## config.mk

```make
export PLATFORM = sky130hd
export DESIGN_NAME = fcs_engine
export DESIGN_NICKNAME = d
export VERILOG_FILES = /design/src/rtl/fcs_engine.sv
export SDC_FILE = /design/constraint.sdc
export NUM_CORES = 1
export LEC_CHECK = 0
export BUFFER_PORTS_ARGS = -buffer_cell sky130_fd_sc_hd__clkbuf_2
export CORE_MARGIN = 3
export CORE_UTILIZATION = 30
export CTS_BUF_LIST = sky130_fd_sc_hd__clkbuf_8
export DETAILED_ROUTE_END_ITERATION = 16
export HOLD_SLACK_MARGIN = 0.12
export SETUP_SLACK_MARGIN = 0.4
export SYNTH_ARGS = -nofsm -noshare
export SYNTH_HDL_FRONTEND = slang
export SYNTH_SLANG_ARGS = --single-unit
```

## constraint.sdc

```tcl
create_clock -name clk -period 5 [get_ports clk]
set_input_delay 0.25 -clock clk [delete_from_list [all_inputs] [get_ports clk]]
set_output_delay 0.25 -clock clk [all_outputs]
set_load 0.1 [all_outputs]
```

## src/rtl/fcs_engine.sv

```systemverilog
// +--------------------------------------------------------------------------+
// | fcs_engine: per-lane CRC-32 (IEEE 802.3 FCS) with valid/ready framing.   |
// | Optional residue check enabled by defining FCS_CHECK_EN.  Rev 1.0        |
// +--------------------------------------------------------------------------+
`default_nettype none

module fcs_engine #(
  parameter int N_CH  = 2,
  parameter int BYTES = 2
) (
  input  logic                       clk,
  input  logic                       reset,
  input  logic [8*BYTES*N_CH-1:0]    s_data,
  input  logic                       s_valid,
  output logic                       s_ready,
  input  logic                       s_sof,
  input  logic                       s_eof,
  input  logic [$clog2(BYTES):0]     s_nbytes,
  output logic                       m_valid,
  input  logic                       m_ready,
  output logic [32*N_CH-1:0]         m_fcs,
  output logic [N_CH-1:0]            m_ok
);

  localparam logic [31:0] C_POLY    = 32'hEDB88320;
  localparam logic [31:0] C_INIT    = 32'hFFFFFFFF;
  localparam logic [31:0] C_RESIDUE = 32'hDEBB20E3;

  function automatic logic [31:0] crc_byte(input logic [31:0] c, input logic [7:0] b);
    logic [31:0] r;
    r = c ^ {24'h0, b};
    for (int k = 0; k < 8; k++) begin
      r = r[0] ? ((r >> 1) ^ C_POLY) : (r >> 1);
    end
    return r;
  endfunction

  logic [31:0]        crc_q [N_CH];
  logic [31:0]        fold_d [N_CH];
  logic [31:0]        acc;
  logic               m_valid_q;
  logic [32*N_CH-1:0] m_fcs_q;
  logic               accept;

  assign s_ready = ~m_valid_q | m_ready;
  assign accept  = s_valid & s_ready;
  assign m_valid = m_valid_q;
  assign m_fcs   = m_fcs_q;

  // Non-eof beats are always full; eof beats fold only the low s_nbytes bytes.
  always_comb begin
    acc = '0;
    for (int i = 0; i < N_CH; i++) begin
      acc = s_sof ? C_INIT : crc_q[i];
      for (int j = 0; j < BYTES; j++) begin
        if (!s_eof || (j < int'(s_nbytes))) begin
          acc = crc_byte(acc, s_data[(i*BYTES+j)*8 +: 8]);
        end
      end
      fold_d[i] = acc;
    end
  end

  always_ff @(posedge clk or posedge reset) begin
    if (reset) begin
      for (int i = 0; i < N_CH; i++) begin
        crc_q[i] <= C_INIT;
      end
      m_valid_q <= 1'b0;
      m_fcs_q   <= '0;
    end else begin
      if (accept) begin
        for (int i = 0; i < N_CH; i++) begin
          crc_q[i] <= s_eof ? C_INIT : fold_d[i];
        end
      end
      if (accept && s_eof) begin
        m_valid_q <= 1'b1;
        for (int i = 0; i < N_CH; i++) begin
          m_fcs_q[i*32 +: 32] <= fold_d[i] ^ C_INIT;
        end
      end else if (m_ready) begin
        m_valid_q <= 1'b0;
      end
    end
  end

`ifdef FCS_CHECK_EN
  logic [N_CH-1:0] m_ok_q;

  always_ff @(posedge clk or posedge reset) begin
    if (reset) begin
      m_ok_q <= '0;
    end else if (accept && s_eof) begin
      for (int i = 0; i < N_CH; i++) begin
        m_ok_q[i] <= (fold_d[i] == C_RESIDUE);
      end
    end
  end

  assign m_ok = m_ok_q;
`else
  assign m_ok = '0;
`endif

endmodule

`default_nettype wire

```

# Word-level counts from Yosys, hierarchy flattened
# Index checks and enable logic that the tools add are counted.
# op_classes
order_cmp	2
mux	42
bitwise	41
reduce_logical	5
# op_table
cell	n
$mux 32	40
$not 13->14	32
$xor 32x8->32	4
$not 32->32	2
$lt 1x2->1 const A	2
$logic_or 1x1->1	2
$mux 1	2
$reduce_bool 2->1	1
$and 1x1->1	1
$logic_and 1x1->1	1
$logic_not 1->1	1
$not 1->1	1
$or 1x1->1	1
# totals
ff_bits	129
in_bits	40
output_inout_bits	68
elab_cells	94

# Logic depth before layout (Yosys ltp)
# depth
depth_word	38
mapped_depth	14
ltp_nobuf	9

# Worst setup path after synthesis
# OpenSTA, ideal clock, no wires.
# synth_path
path_type	reg-to-reg
start	register m_valid_q (netlist: m_valid)
end	register m_fcs_q[13] (netlist: m_fcs[13])
setup_ns	0.122
t_arrival_ns	3.238
required_ns	4.878
setup_slack_ns	1.640
path_stages_with_launch	9
path_buffers	3
synth_period_minus_slack_ns	3.360
path_cell_list	dfrtp_1 nand2b_1 and2_1 clkbuf_1 nand2_1 clkbuf_1 clkbuf_1 a21oi_1 a22o_1
# synth_between
elab_chain_cells	4
# synth_rtl
item	line	rtl
start: declaration	41	logic m_valid_q;
start signal: assignment	69	m_valid_q <= 1'b0;
start signal: assignment	78	m_valid_q <= 1'b1;
start signal: assignment	83	m_valid_q <= 1'b0;
$not 1->1	45	assign s_ready = ~m_valid_q | m_ready;
$or 1x1->1	45	
net s_ready	15	output logic s_ready,
$and 1x1->1	46	assign accept = s_valid & s_ready;
$logic_and 1x1->1	77	if (accept && s_eof) begin
end signal: indexed assignment	80	m_fcs_q[i*32 +: 32] <= fold_d[i] ^ C_INIT;
end: declaration	42	logic [32*N_CH-1:0] m_fcs_q;
# The timed path passes the listed nets, and every way through them passes these cells.
# A chain may end at the register's enable or synchronous reset.

# Worst setup path in the final report
# layout_path
start	input s_sof
end	register m_fcs_q[48] (netlist: m_fcs[48])
# layout_between
elab_chain_cells	31
word_cells_on_any_way	34
classes_between	mux (19); bitwise (15)
# layout_rtl
item	line	rtl
start: declaration	16	input logic s_sof,
$mux 32 *	54	acc = s_sof ? C_INIT : crc_q[i];
$xor 32x8->32	31	r = c ^ {24'h0, b};
$mux 32	33	r = r[0] ? ((r >> 1) ^ C_POLY) : (r >> 1);
$not 13->14 (no source line)	--	
$mux 32	33	
$not 13->14 (no source line)	--	
$mux 32 (2 in a row)	33	
$not 13->14 (no source line)	--	
[... 11 more ...]	--	
$not 13->14 (no source line)	--	
$mux 32	33	
$not 13->14 (no source line)	--	
$mux 32	33	
$not 13->14 (no source line)	--	
$mux 32 (4 in a row)	33	
$mux 32 *	56	if (!s_eof || (j < int'(s_nbytes))) begin
$not 32->32 (no source line) *	--	
# Every way passes the cells marked *; elsewhere a longest branch is shown, timed or not.

==> results.toml <==
[yosys]
ys_seq_area_frac = 0.3144
synth_xor_area_frac = 0.3207
synth_top_cell_area_share = 0.1598
synth_compound_area_frac = 0.1956
ys.flop_type = "dfrtp_1"
synth_common_cells = "xnor2_1, nor2_1, a21oi_1"
synth.area.top_cells = "dfstp_2, dfrtp_1, xnor2_1, xnor3_1, nor2_1"
syn_inst = 1156
synth_top_family_by_area = "XOR/XNOR gates"
syn_avg_cell_area_um2 = 9.104
synth-seq-cells = 129
synth_top_cell_by_area = "dfstp_2"
yosys_warnings = 0
synthMuxAreaShare = 0.005945
ys_types = 67
synth_simple_gate_area_frac = 0.1242
synth_edf_count = 0
synthArstFlopShare = 1.000
synthAdderAreaFrac = 0
syn_area_mm2 = 0.01052
synth_most_common_cell = "xnor2_1"

[clocking]
path_clk_slew_ps = 90
h-tree-depth = 4
clock-sinks = 129
cts_tree = "done"
cts_buffer_depth = 2
post_cts_resized = 0
cts_root_buf = "clkbuf_8"
cts_buffers = 17
clk-insertion-delay-late_ps = 480

[grt]
grt-ovfl-total = 0
grt_pass1_wl_mm = 55.99
grt_usage = 0.1935
grt_max_degree = 85
grtUsageMet3 = 0.04366
grt_pass1_vias = 8611
antenna_found_initial = 1
top_usage_layer = "met1"
grt.met2_usage = 0.2666
met1_usage = 0.3007

[critical_path]
crit_chain = "buf_4 -> buf_4 -> o21ai_0 -> o211a_1 -> o31ai_1 -> xor2_1 -> xnor2_1 -> xnor3_1 -> nand2_1 -> a22o_1"
r2r_start = "crc_q[1]"
crit_arrival_ps = 4320
cp.required_ps = 5370
slowest_stage = "o31ai_1"
startpoint_type = "input port"
crit_fanout = 72
end_kind = "flip-flop"
path_class = "in2reg"
path_common_cell = "buf_4"
critical-path-max-stage-delay_ps = 800
worstSetupStartpoint = "s_sof"

[floorplanning]
num_rows = 67
io_pins = 108
core_area_mm2 = 0.03404
fp.dieW_um = 193.3
start_util = 0.3092
die_h_um = 193.3
dieArea_mm2 = 0.03736

[drt]
vias_per_cell = 5.424
drc = 0
post_drt_wl_per_cell_um = 22.32
wl_mm = 37.20
dr.pass1.iters = 7
drtIter0Drc = 922
num_vias = 9042
postRouteAntennaNets = 0

[cells_and_area]
antenna_cells = 0
nets = 1246
area_growth_pct = 12.01
drive_gt1_frac = 0.2075
fillers = 3571

[timing]
finalHoldViolCount = 0
worst_pin_slew_ps = 1027
relSlewSlack = 0.3064
period_needed_ps = 3956
fin_skew_ps = 14.33
fmaxAchievable_mhz = 252.8
final-setup-viol-count = 0
worst_hold_slack_ps = 259.8
fin_crit_sh = 0.7911
drv_slew = 0
setup_tns_ps = 0
rsz0062_at_grt = "no"

[placement]
gp_congestion = 0.9230
hpwl_mm = 27.32
portBuffers = 105

[run_status]
outcome = "complete, no violations"

[min_path]
hp-start = "s_nbytes[1]"
hold_path_class = "in2reg"

[run]
maxCapViolations = 0
==> path summary, 6_finish.rpt <==
check / endpoint / slack, ps / cells past startpoint
setup / recovery: m_fcs[48] / 1040 / 10
hold / removal: m_fcs[7] / 260 / 3
setup reg to reg: m_fcs[48] / 1070 / 9
hold reg to reg: crc_q[55] / 480 / 2
max in group asynchronous: m_fcs[51] / 3400 / 4
min in group asynchronous: m_fcs[14] / 490 / 3
==> state kept, by name, indices dropped and copies added, names as in the netlist <==
register / cells
m_fcs: 64
crc_q: 64
m_valid: 1
==> critical path, delay by kind of cell <==
family                 cells  cell delay (ps)
AO/OA/AOI/OAI              4             1480
XOR/XNOR                   3             1440
buffers and inverters      2             1050
AND/OR/NAND/NOR            1               70
==> placed cells by master (no fill, tap or decap), types with 5 or more instances in the layout <==
cell type	Yosys	layout
a211o_1	9	9
a21o_1	10	10
a21oi_1	91	91
a22o_1	11	11
a22oi_1	8	8
a31oi_1	18	18
buf_4	4	15
clkbuf_2	1	104
clkbuf_8	0	17
clkinv_4	0	6
dfrtp_1	65	65
dfstp_2	64	64
nand2_1	90	89
nor2_1	159	157
nor3_1	23	23
o211ai_1	13	13
o21a_1	7	7
o21ai_0	84	84
o22a_1	25	25
o22ai_1	13	13
or3_1	17	17
xnor2_1	174	174
xnor2_2	8	8
xnor3_1	35	35
xor2_1	52	52
xor2_2	5	5
xor3_1	12	12
==> per-stage QoR <==
stage | cell area (um2) | setup WS, ps | util | std cells
2_1_floorplan | 10530 | 1415 | - | 1157
3_3_place_gp | 11370 | 592.8 | 0.3342 | 1633
3_5_place_dp | 11370 | 688.5 | 0.3342 | 1633
4_1_cts | 11790 | 1192 | 0.3463 | 1667
5_1_grt | 11790 | 859.8 | 0.3463 | 1667
6_report | 11790 | 1044 | 0.3463 | 1667
==> final cells by class <==
class                      instances  area (um2)  area share
timing repair buffer             122       673.1     0.05711
multi-input combinational        932        6832      0.5796
inverter                           4       20.02    0.001698
tap                              448       560.5     0.04755
sequential                       129        3308      0.2806
clock inverter                    15       160.2     0.01359
clock buffer                      17       234.0     0.01985
==> cell families after synthesis <==
kind of cell	Yosys count
buffers and inverters	96
other	1
and+or+nand+nor	313
xor gates and xnor gates	290
muxes	6
AOI/OAI and AO/OA	321
DFF	129
==> layer usage <==
layer	up-vias	wire length, um
li1	4083	-
met1	4412	17810
met2	492	15110
met3	53	3581
met4	2	686
met5	-	13
==> timing repair <==
action	CTS	global route
hold buffers	2	0
hold endpoints to repair	40	0
buffers inserted	0	0
Power is not shown: default switching activity piles up to over one toggle a cycle in this logic, so the estimate is an artifact.
